### config.mk
export PLATFORM = sky130hd
export DESIGN_NAME = mem_access_ctrl
export DESIGN_NICKNAME = d
export VERILOG_FILES = /design/src/rtl/mem_access_ctrl.sv
export SDC_FILE = /design/constraint.sdc
export NUM_CORES = 1
export LEC_CHECK = 0
export BUFFER_PORTS_ARGS = -buffer_cell sky130_fd_sc_hd__buf_2
export CAP_MARGIN = 20
export CORE_MARGIN = 2
export CORE_UTILIZATION = 35
export DETAILED_ROUTE_END_ITERATION = 10
export GPL_TIMING_DRIVEN = 0
export SYNTH_ARGS = -nofsm -noshare
export SYNTH_HDL_FRONTEND = slang
export SYNTH_SLANG_ARGS = --single-unit
### constraint.sdc
create_clock -name clk -period 4.1 [get_ports clk]
set_clock_uncertainty 0.15 [all_clocks]
set_input_delay 0.205 -clock clk [delete_from_list [all_inputs] [get_ports clk]]
set_output_delay 0.205 -clock clk [all_outputs]
set_load 0.01 [all_outputs]
### src/rtl/mem_access_ctrl.sv
// MEM-stage initiator for the word memory: sequences LDR/STR strobes with a
// fixed wait count, freezes the pipeline while busy, and flags bad addresses.
module mem_access_ctrl #(
    parameter int ADDR_W      = 32,
    parameter int DATA_W      = 32,
    parameter int WAIT_CYCLES = 2,
    parameter int MEM_SIZE    = 2048
) (
    input  logic              clk,
    input  logic              rst,
    input  logic              req_valid,
    input  logic              req_write,
    input  logic [ADDR_W-1:0] req_addr,
    input  logic [DATA_W-1:0] req_wdata,
    output logic              req_ready,
    output logic              resp_valid,
    output logic [DATA_W-1:0] resp_rdata,
    output logic              freeze,
    output logic              err_misaligned,
    output logic              err_range,
    output logic [ADDR_W-1:0] mem_addr,
    output logic [DATA_W-1:0] mem_write_data,
    output logic              mem_read,
    output logic              mem_write,
    input  logic [DATA_W-1:0] mem_read_data
);

    typedef enum logic [1:0] {IDLE, READ, WRITE, RESP} state_t;

    localparam logic [3:0]      CNT_INIT  = 4'(WAIT_CYCLES - 1);
    localparam logic [ADDR_W:0] MEM_LIMIT = (ADDR_W + 1)'(MEM_SIZE);

    state_t              state_q, state_d;
    logic [3:0]          cnt_q, cnt_d;
    logic [ADDR_W-1:0]   addr_q, addr_d;
    logic [DATA_W-1:0]   wdata_q, wdata_d;
    logic [DATA_W-1:0]   rdata_q, rdata_d;
    logic                err_mis_q, err_mis_d;
    logic                err_rng_q, err_rng_d;

    logic [ADDR_W-1:0]   req_aligned;
    logic                req_oor;

    // Range test is done one bit wider so addresses near the top cannot wrap.
    assign req_aligned = {req_addr[ADDR_W-1:2], 2'b00};
    assign req_oor     = ({1'b0, req_aligned} + (ADDR_W + 1)'(3)) >= MEM_LIMIT;

    always_ff @(posedge clk or posedge rst) begin
        if (rst) begin
            state_q   <= IDLE;
            cnt_q     <= '0;
            addr_q    <= '0;
            wdata_q   <= '0;
            rdata_q   <= '0;
            err_mis_q <= 1'b0;
            err_rng_q <= 1'b0;
        end else begin
            state_q   <= state_d;
            cnt_q     <= cnt_d;
            addr_q    <= addr_d;
            wdata_q   <= wdata_d;
            rdata_q   <= rdata_d;
            err_mis_q <= err_mis_d;
            err_rng_q <= err_rng_d;
        end
    end

    always_comb begin
        state_d   = state_q;
        cnt_d     = cnt_q;
        addr_d    = addr_q;
        wdata_d   = wdata_q;
        rdata_d   = rdata_q;
        err_mis_d = err_mis_q;
        err_rng_d = err_rng_q;
        case (state_q)
            IDLE: begin
                if (req_valid) begin
                    addr_d  = req_aligned;
                    wdata_d = req_wdata;
                    cnt_d   = CNT_INIT;
                    if (req_addr[1:0] != 2'b00) begin
                        err_mis_d = 1'b1;
                    end
                    if (req_oor) begin
                        err_rng_d = 1'b1;
                        state_d   = RESP;
                        if (!req_write) begin
                            rdata_d = '0;
                        end
                    end else begin
                        state_d = req_write ? WRITE : READ;
                    end
                end
            end
            READ: begin
                if (cnt_q == 4'd0) begin
                    rdata_d = mem_read_data;
                    state_d = RESP;
                end else begin
                    cnt_d = cnt_q - 4'd1;
                end
            end
            WRITE: begin
                if (cnt_q == 4'd0) begin
                    state_d = RESP;
                end else begin
                    cnt_d = cnt_q - 4'd1;
                end
            end
            default: state_d = IDLE;
        endcase
    end

    // Strobes decode from registered state so an async reset drops them at once.
    always_comb begin
        req_ready      = (state_q == IDLE);
        resp_valid     = (state_q == RESP);
        mem_read       = (state_q == READ);
        mem_write      = (state_q == WRITE) && (cnt_q == CNT_INIT);
        freeze         = (state_q == READ) || (state_q == WRITE) ||
                         ((state_q == IDLE) && req_valid);
        mem_addr       = addr_q;
        mem_write_data = wdata_q;
        resp_rdata     = rdata_q;
        err_misaligned = err_mis_q;
        err_range      = err_rng_q;
    end

endmodule

== Word level (Yosys, flattened, before mapping) ==
Cells that the tools add are included.

* Add/subtract/negate cells: 2
* Order comparisons: 1
* Equal/unequal tests: 10
* Mux-type cells: 13
* Reduce and logical (&&, ||, !) cells: 16

{| class="wikitable"
|+ Operator list
! cell !! number
|-
| two-way mux 32 bit || 4
|-
| one-hot mux 32 bit (2 select lines) || 1
|-
| adder 32 x 2 -> 33 bit (second input constant) || 1
|-
| >= comparator 33 x 12 -> 1 bit (second input constant) || 1
|-
| AND reduction 3 bit || 3
|-
| two-way mux 2 bit || 4
|-
| two-way mux 4 bit || 2
|-
| one-hot mux 4 bit (2 select lines) || 1
|-
| != test 2 x 1 -> 1 bit (second input constant) || 3
|-
| != test 2 bit (second input constant) || 3
|-
| nonzero test 2 bit || 3
|-
| AND reduction 5 bit || 1
|-
| == test 2 bit (second input constant) || 2
|-
| == test 4 x 1 -> 1 bit (second input constant) || 1
|-
| zero test 4 bit || 1
|-
| one-hot mux 2 bit (2 select lines) || 1
|-
| AND reduction 2 bit || 2
|-
| subtractor 4 x 1 -> 4 bit (second input constant) || 1
|-
| == test 2 x 1 -> 1 bit (second input constant) || 1
|-
| logical AND 1 bit || 2
|-
| zero test 2 bit || 1
|-
| logical OR 1 bit || 2
|-
| OR reduction 2 bit || 1
|}

* Bits in registers: 102
* Input bits: 100
* Output and inout port bits: 103
* Logic and storage cells: 49

== Longest topological paths before layout ==
Gate-level depths: netlist (run 1).

* Depth after elaboration: 5
* Depth in mapped cells: 8

== Worst setup path after synthesis (run 1) ==
OpenSTA, ideal clock, no wires.

* Path type: register to register
* Start: register state_q[1]
* End: register rdata_q[20], in the netlist resp_rdata[20]
* Library setup time: 0.123 ns
* Arrival time: 1.804 ns
* Required time: 3.827 ns
* Slack: 2.022 ns
* Stages on the path, launching flop included: 9
* Period minus slack after synthesis: 2.078 ns
* Path through: dfrtp_1 > inv_1 > ha_1 > buf_4 > or2b_2 > a22oi_4 > o31ai_4 > buf_6 > o2bb2ai_1

* Cells in the longest elaborated chain, start to end: 3
* Elaborated cells between the ends (all ways): 9

{| class="wikitable"
|+ RTL lines
! element !! RTL line !! text
|-
| start, declared || 33 || <nowiki>state_t state_q, state_d;</nowiki>
|-
| start signal, assigned || 58 || <nowiki>state_q <= state_d;</nowiki>
|-
| == test 2 x 1 -> 1 bit (*) || -- ||
|-
| net mem_read || 23 || <nowiki>output logic mem_read,</nowiki>
|-
| != test 2 x 1 -> 1 bit (no source line) or nonzero test 2 bit (tied branches) || -- ||
|-
| AND reduction 5 bit (no source line) || -- ||
|-
| end signal, assigned || 62 || <nowiki>rdata_q <= rdata_d;</nowiki>
|-
| end, declared || 37 || <nowiki>logic [DATA_W-1:0] rdata_q, rdata_d;</nowiki>
|}

Mark *: on every way through the listed nets, which the timed path passes. The rest lies on a longest branch.
A chain may end at the register's enable or synchronous reset.

== Final worst setup path (run 1) ==
* Start: register state_q[0]
* End: output port freeze

* Cells in the longest elaborated chain, start to end: 3
* Elaborated cells between the ends (all ways): 6

{| class="wikitable"
|+ RTL lines
! element !! RTL line !! text
|-
| == test 2 x 1 -> 1 bit, or another cell as far along || 121 || <nowiki>freeze = (state_q == READ) || (state_q == WRITE) ||</nowiki>
|-
| logical OR 1 bit or logical AND 1 bit (tied branches) || 121, 122 ||
|-
| logical OR 1 bit (*) || 121 ||
|-
| end, declared || 18 || <nowiki>output logic freeze,</nowiki>
|}

Mark *: on every way between the ends. The rest lies on a longest branch, timed or not.

==> impl_metrics.ini, run 1 <==
[logic_synthesis]
ys_seq_area_share_pct = 59.1
yosysUniqueCellTypes = 37
ys_seq_elements = 102
synth-edff-count = 0
syn_area_um2 = 4320
synthArstFlopShare_pct = 100
synth_ff_type = dfrtp_1
synth.avg_cell_area_um2 = 13.9
ys_warn_count = 0
synth_cells = 311

[global_route]
grt_pass1_wl_um = 19300
grt_max_degree = 65
grt_pass1_vias = 3919
grt_util_all_layers_pct = 18.9
antenna_found_initial = 0
grt_overflow = 0

[placement]
pre_cts_slack_ns = 1.61
portBuffers = 200
place_congestion = 0.737
hpwl_um = 8100

[cts]
htree_num_levels = 3
cts.clk_slew.worst_paths_ns = 0.07
clock-root-buffer = clkbuf_16
cts_setup_buffers = 0
cts_tree = yes
cts.repair.resized = 0
cts-buffers-inserted = 9
clock-sinks = 102
cts_buffer_depth = 2
clock_latency_ns = 0.34

[timing]
tightest_slew_ns = 0.578
timing.hold.ws_ns = 0.0240
relSlewSlack_pct = 61.5
slew_violations = 0
fin_ws_ns = 1.39
period_minus_slack_ns = 2.71
fin_crit_sh_pct = 66.1
rsz0062_at_grt = no
fmax_mhz = 369
final_hold_viol_count = 0
finalSetupViolCount = 0

[detailed_routing]
drc = 0
met2_length_um = 5860
ant_nets = 0
wl_um = 11900
wl_met1_um = 4980
drtIter0Drc = 68
highest_layer = met4
dr_total_vias = 3634
avgRoutedWirePerCell_um = 15.5
firstDrtPassIters = 4
viasPerCell = 4.71
wl_met3_um = 919

[floorplanning]
core_um2 = 12000
ioPinCount = 203
dieArea_um2 = 13300
fp-row-count = 40
die_width_um = 115
start_util_pct = 36.0
die_y_um = 115

[critical_path]
worstPathMaxFanout = 10
end_kind = primary output
cp.required_ns = 3.74
worst_path_largest_cell_delay_ns = 0.46
cp_slowest_cell = clkbuf_1
crit_path_start_kind = flop
crit_chain = inv_1 > ha_1 > nand2_1 > clkbuf_1 > buf_2 > nand2_1 > buf_2
worstSetupPathType = reg2out
worst_ep_arrival_time_ns = 2.35

[power]
p_per_area_nw_per_um2 = 680
ir_drop_v = 0.000368
p_leak_uw = 0.00326

[layout]
syn_to_final_growth_pct = 57.0
drive_gt1_share_pct = 49.0
diodes = 0
layout.filler_cells = 974
finalNetCount = 726

[min_path]
min_path_type = in2reg

[run]
maxCapViolCount = 0

[run_status]
status = finished clean
==> path summary, 6_finish.rpt <==
path                       slack (ns)                       endpoint  cells after the start                    from
setup / recovery                 1.39                         freeze                      7  state_q[0]$_DFFE_PP0P_
hold / removal                   0.02     resp_rdata[14]$_DFFE_PP0P_                      3       mem_read_data[14]
setup reg to reg                 1.67       mem_addr[17]$_DFFE_PP0P_                      6  state_q[0]$_DFFE_PP0P_
hold reg to reg                  0.31          err_range$_DFFE_PP0P_                      1   err_range$_DFFE_PP0P_
max in group asynchronous        2.78  mem_write_data[9]$_DFFE_PP0P_                      4                     rst
min in group asynchronous        0.33  mem_write_data[0]$_DFFE_PP0P_                      3                     rst
==> worst max-delay path, delay by kind of cell, from the launching register on <==
family	cells	cell delay, ns
adders and majority gates	1	0.29
DFF	1	0.40
and+or+nand+nor	2	0.30
buffers and inverters	4	1.02
==> per-stage QoR <==
stage	power [uW]	cell area (um^2)	instances	util, %	setup TNS [ns]
2_1_floorplan	2970	4330	312	-	0
3_3_place_gp	3680	5510	659	45.9	-9.44
3_5_place_dp	3740	5540	660	46.1	0
4_1_cts	4660	6790	772	56.5	0
5_1_grt	4960	6790	772	56.5	0
6_report	4620	6790	772	56.5	0
==> logic make-up (layout without fill, tap and decap cells) <==
| family | count (synthesis) | count (layout) | share of synthesized area, % |
|---|---|---|---|
| buf+inv | 29 | 342 | 4.11 |
| flops | 102 | 102 | 59.1 |
| mux | 64 | 64 | 16.6 |
| fa+ha+maj | 6 | 6 | 1.74 |
| simple gates | 65 | 65 | 8.45 |
| xor+xnor | 1 | 1 | 0.203 |
| other cells | 1 | 2 | 0.0868 |
| compound gates | 43 | 43 | 9.73 |
==> synth_stat cells, types with 2 or more instances <==
master	number	area [um^2]
dfrtp_1	102	2550
mux2_2	62	698
nand3_1	35	175
o2bb2ai_1	28	245
clkbuf_1	8	30.0
buf_6	7	78.8
inv_1	7	26.3
ha_1	6	75.1
nor2_1	6	22.5
nor3_1	5	25.0
o2bb2ai_2	5	75.1
buf_2	4	20.0
nand2_1	4	15.0
buf_4	3	22.5
a21oi_1	2	10.0
a221o_1	2	20.0
mux2i_1	2	20.0
nor4_1	2	12.5
nor4_2	2	25.0
o21ai_0	2	10.0
==> area by class of cell <==
class	instances	area, um^2	share of cell area [%]
repair buffers	297	1990	29.3
plain buffers	22	151	2.23
clock buffers	12	236	3.49
inverters	7	28.8	0.424
multi-input cells	181	1600	23.5
flip-flops and latches	102	2550	37.6
well taps	147	184	2.71
clock inverters	4	47.5	0.701
==> report_power, final <==
| group | leakage (uW) | switching [uW] | internal [uW] |
|---|---|---|---|
| Combinational | 0.00187 | 1030 | 1040 |
| Sequential | 0.00126 | 246 | 1470 |
| Clock | 0.000137 | 356 | 472 |
==> cells in the final DEF (no fill, tap or decap), drive strengths merged, types with 2 or more instances in the layout <==
cell type	count
mux2	62
nor3	6
ha	6
nor4	4
a221o	2
clkbuf	20
o21ai	2
a21oi	2
nand2	4
nand4	2
buf	215
o2bb2ai	33
inv	7
clkinv	2
nor2	6
dfrtp	102
conb	2
nand3	35
dlygate4sd3	96
mux2i	2
==> repair_timing <==
action / in CTS / in global routing
hold endpoints to repair: 132 / 0
hold buffers: 96 / 0
endpoints found under the setup margin: 0 / 0
==> state kept, by name, summed over array words and instances (netlist names) <==
| name | flops |
|---|---|
| mem_write_data | 32 |
| resp_rdata | 32 |
| mem_addr | 30 |
| cnt_q | 4 |
| state_q | 2 |
| err_misaligned | 1 |
| err_range | 1 |
==> layer usage <==
layer / track usage [%] / vias to the layer above
met5: 0 / -
met4: 7.39 / 0
met3: 5.85 / 13
met2: 32.5 / 142
met1: 22.0 / 1726
li1: - / 1753
(Power assumes the default switching activity.)
==> run 2: changes to the inputs <==
Settings changed: PLACE_DENSITY set to 0.65.
Clock period 4.1 ns to 2.19 ns, I/O delays scaled along.
==> impl_metrics.ini, run 2 (synthesized netlist as in run 1, its figures left out) <==
[floorplanning]
dieArea_um2 = 13300
start_util_pct = 36.0
ioPinCount = 203
die_width_um = 115
core_um2 = 12000
fp-row-count = 40
die_y_um = 115

[layout]
fin_area_um2 = 6990
syn_to_final_growth_pct = 61.8
finalNetCount = 737
final_cell_mix = 204 x buf_2, 102 x dfrtp_1, 98 x dlygate4sd3_1
layout_commonest_cell = buf_2
drive_gt1_share_pct = 52.4
diodes = 0

[global_route]
grt_pass1_wl_um = 19700
grt_max_degree = 39
grt_overflow = 0
grt_util_all_layers_pct = 19.1
grt_pass1_vias = 4048
antenna_found_initial = 0

[detailed_routing]
avgRoutedWirePerCell_um = 15.9
highest_layer = met4
wl_met3_um = 1110
wl_um = 12500
firstDrtPassIters = 4
wl_met1_um = 4830
drtIter0Drc = 86
ant_nets = 0
viasPerCell = 4.84
met2_length_um = 6280
drc = 0
dr_total_vias = 3793

[cts]
cts_buffer_depth = 2
clock-sinks = 102
htree_num_levels = 3
cts-buffers-inserted = 9
clock-root-buffer = clkbuf_16
cts.clk_slew.worst_paths_ns = 0.06
cts_tree = yes
clock_latency_ns = 0.34

[min_path]
hold_path_depth = 5
min_path_type = in2reg
hold_end = resp_rdata[31]$_DFFE_PP0P_
holdCritStartpoint = req_addr[24]

[placement]
hpwl_um = 8320
place_congestion = 0.771
dpl_cell_area_um2 = 5550
pre_cts_slack_ns = -0.282
portBuffers = 200

[power]
p_leak_uw = 0.00336
ir_drop_v = 0.000726
power_uw = 9010
p_per_area_nw_per_um2 = 1290

[critical_path]
cp_slowest_cell = dfrtp_1
cpLargestDelayFamily = simple AND/OR/NAND/NOR gates
end_kind = flop
worstSetupPathType = reg2reg
path_buf_inv = 3
cp.required_ns = 2.31
worst-r2r-setup-slack_ns = 0.08
worstPathMaxFanout = 10
crit_path_start_kind = flop
crit_chain = inv_2 > ha_2 > or3b_4 > a22oi_4 > buf_12 > buf_6 > nand3_1 > o2bb2ai_2
rr_worst_depth = 8
timing.rr.end = resp_rdata[17]$_DFFE_PP0P_
worst_path_largest_cell_delay_ns = 0.40
reg2reg_from = cnt_q[0]$_DFFE_PP0P_
worst_ep_arrival_time_ns = 2.23

[run_status]
status = finished clean

[timing]
fin_ws_ns = 0.0800
period_minus_slack_ns = 2.11
slew_violations = 0
tightest_slew_ns = 0.738
rsz0062_at_grt = yes
timing.hold.ws_ns = 0.162
fin_crit_sh_pct = 96.3
final_hold_viol_count = 0
relSlewSlack_pct = 50.7
fmax_mhz = 474
finalSetupViolCount = 0

[run]
maxCapViolCount = 0
-- run 2: worst max-delay path by stage --
stage,startpoint,endpoint,slack (ns),depth (start not counted)
detailed placement,state_q[0]$_DFFE_PP0P_,mem_addr[22]$_DFFE_PP0P_,-0.28,6
CTS,cnt_q[0]$_DFFE_PP0P_,resp_rdata[27]$_DFFE_PP0P_,0.02,8
finish,cnt_q[0]$_DFFE_PP0P_,resp_rdata[17]$_DFFE_PP0P_,0.08,8
floorplan,state_q[1]$_DFFE_PP0P_,resp_rdata[20]$_DFFE_PP0P_,0.11,8
global route,cnt_q[0]$_DFFE_PP0P_,resp_rdata[17]$_DFFE_PP0P_,-0.03,8
global placement,state_q[0]$_DFFE_PP0P_,mem_addr[6]$_DFFE_PP0P_,-0.24,6
-- run 2: area by class of cell --
class / count / area (um^2)
Clock buffer: 11 / 253
Timing Repair Buffer: 308 / 2100
Fill cell: 954 / 5020
Buffer: 22 / 170
Multi-Input combinational cell: 181 / 1650
Inverter: 7 / 30.0
Tap cell: 147 / 184
Sequential cell: 102 / 2550
Clock inverter: 5 / 56.3
-- run 2: worst register-to-register path: cells and delay by family (launching register included) --
family	cells	cell delay [ns]
AOI/OAI and AO/OA	2	0.45
DFF	1	0.40
adders and majority gates	1	0.18
and+or+nand+nor	2	0.51
buffers and inverters	3	0.34
-- run 2: where the power goes --
part	total (uW)	internal, uW	switching (uW)
registers	3220	2750	471
clock network	1640	948	691
logic	4150	2140	2010
-- run 2: repair_timing --
item                                   4_1_cts  5_1_grt
endpoints found under the hold margin      126        0
setup buffers                                4        4
pin swaps                                    3        8
setup endpoints to repair                   61       31
hold buffers                                98        0
gates resized for setup                     10       13
-- run 2: routing by layer --
metal / global-route usage (%) / vias up
li1: - / 1774
met2: 33.5 / 178
met4: 6.35 / 0
met3: 7.27 / 20
met5: 0 / -
met1: 21.5 / 1821
-- run 2: per-stage QoR --
step / instances / TNS [ns] / util, %
after floorplan: 312 / 0 / -
after global placement: 659 / -8.33 / 45.9
after detailed placement: 661 / -10.58 / 46.2
after CTS: 779 / 0 / 57.6
after global routing: 783 / -0.0567 / 58.2
final: 783 / 0 / 58.2
==> run 3: changes to the inputs <==
Settings changed: CORE_UTILIZATION 35 to 42, PLACE_DENSITY 0.65 to 0.76.
==> impl_metrics.ini, run 3 (synthesized netlist as in run 1, its figures left out) <==
[placement]
dpl_cell_area_um2 = 5540
place_congestion = 0.815
portBuffers = 200
hpwl_um = 8430
pre_cts_slack_ns = -0.284

[power]
seqPwrFrac_pct = 38.0
p_per_area_nw_per_um2 = 1250
combPwrFrac_pct = 49.1
pwr-share-clk_pct = 12.9
power_uw = 8560
p_int_uw = 5310
switching_share_pct = 37.9
ir_drop_v = 0.000770
p_leak_uw = 0.00328
p_sw_uw = 3250

[layout]
layout_commonest_cell = buf_2
fin_area_um2 = 6850
finalNetCount = 734
layout.filler_cells = 696
syn_to_final_growth_pct = 58.5
final_cell_mix = 203 x buf_2, 102 x dfrtp_1, 98 x dlygate4sd3_1
drive_gt1_share_pct = 52.4
finish.utilization_pct = 67.5
diodes = 0

[cts]
cts.clk_slew.worst_paths_ns = 0.10
clock-root-buffer = clkbuf_8
cts_buffer_depth = 2
cts-buffers-inserted = 9
htree_num_levels = 3
clock-sinks = 102
clock_latency_ns = 0.36
cts_tree = yes

[global_route]
grt.met1_usage_pct = 26.6
grt_pass1_vias = 4121
grt_overflow = 0
grtUsageMet3_pct = 8.41
antenna_found_initial = 0
grt_max_degree = 41
grt_util_all_layers_pct = 23.5
grt_pass1_wl_um = 20500
grt_use_met2_pct = 41.2
busiest_layer = met2

[floorplanning]
fp-row-count = 37
start_util_pct = 42.6
die_width_um = 105
core_um2 = 10100
die_y_um = 105
ioPinCount = 203
dieArea_um2 = 11100

[min_path]
min_path_type = in2reg

[detailed_routing]
drc = 0
ant_nets = 0
firstDrtPassIters = 4
avgRoutedWirePerCell_um = 16.8
dr_total_vias = 3804
wl_um = 12900
viasPerCell = 4.95
drtIter0Drc = 153

[critical_path]
worstSetupPathType = reg2reg
worst-r2r-setup-slack_ns = 0.05
worst_ep_arrival_time_ns = 2.28
cp.required_ns = 2.33
crit_path_start_kind = flop
worstPathMaxFanout = 10
end_kind = flop

[timing]
period_minus_slack_ns = 2.14
tightest_slew_ns = 0.816
final_hold_viol_count = 0
relSlewSlack_pct = 45.5
fmax_mhz = 467
rsz0062_at_grt = yes
finalSetupViolCount = 0
slew_violations = 0
timing.hold.ws_ns = 0.156
fin_crit_sh_pct = 97.8
fin_ws_ns = 0.0483

[run]
maxCapViolCount = 0

[run_status]
status = finished clean
run 3: cell count changes in the layout (fill, tap and decap cells not counted), moves of 2 or more:
| cell | delta |
|---|---|
| clkbuf_16 | -9 |
| clkbuf_8 | +6 |
| buf_4 | -2 |
| inv_6 | +3 |
run 3: repair_timing:
| item | 4_1_cts | 5_1_grt |
|---|---|---|
| gates resized for setup | 5 | 22 |
| setup buffers | 1 | 4 |
| pin swaps | 1 | 11 |
| endpoints found under the setup margin | 60 | 31 |
| endpoints found under the hold margin | 130 | 0 |
| hold buffers | 98 | 0 |
run 3: worst max-delay path, cell delays in order, from the launching register on:
cell	delay (ns)
dfrtp_1	0.41
inv_1	0.09
ha_2	0.19
or3b_4	0.41
a22oi_4	0.27
buf_12	0.15
buf_6	0.13
nand3_1	0.11
o2bb2ai_2	0.17
run 3: final cells by class:
type / count / area, um^2 / share of cell area [%]
sequential: 102 / 2550 / 37.3
clock buffer: 9 / 124 / 1.81
buffer: 22 / 171 / 2.50
timing repair buffer: 305 / 2070 / 30.3
inverter: 7 / 30.0 / 0.439
multi-input combinational: 181 / 1670 / 24.4
tap: 136 / 170 / 2.48
clock inverter: 7 / 56.3 / 0.822
run 3: worst paths after layout:
path / startpoint / end / cells after the start
max: cnt_q[1]$_DFFE_PP0P_ / resp_rdata[9]$_DFFE_PP0P_ / 8
min: req_addr[16] / state_q[0]$_DFFE_PP0P_ / 5
max reg2reg: cnt_q[1]$_DFFE_PP0P_ / resp_rdata[9]$_DFFE_PP0P_ / 8
min reg2reg: err_range$_DFFE_PP0P_ / err_range$_DFFE_PP0P_ / 1
max in group asynchronous: rst / state_q[0]$_DFFE_PP0P_ / 4
min in group asynchronous: rst / mem_addr[24]$_DFFE_PP0P_ / 3
run 3: per-layer routing:
layer | wire (um) | vias up
met5 | 0 | -
met3 | 1100 | 29
met4 | 282 | 0
met2 | 6490 | 175
met1 | 5010 | 1839
li1 | - | 1761
run 3: per-stage QoR:
stage / setup TNS [ns] / instances
2_1_floorplan: 0 / 312
3_3_place_gp: -5.17 / 648
3_5_place_dp: -8.59 / 650
4_1_cts: -0.00803 / 765
5_1_grt: -0.0341 / 769
6_report: 0 / 769
run 3: power groups by stage:
stage               Combinational (uW)  Clock [uW]  Sequential, uW
floorplan                         1990           0            3580
global route                      4530        1220            3360
global placement                  3650           0            3180
finish                            4200        1100            3250
detailed placement                3790           0            3240
CTS                               4000        1140            3210
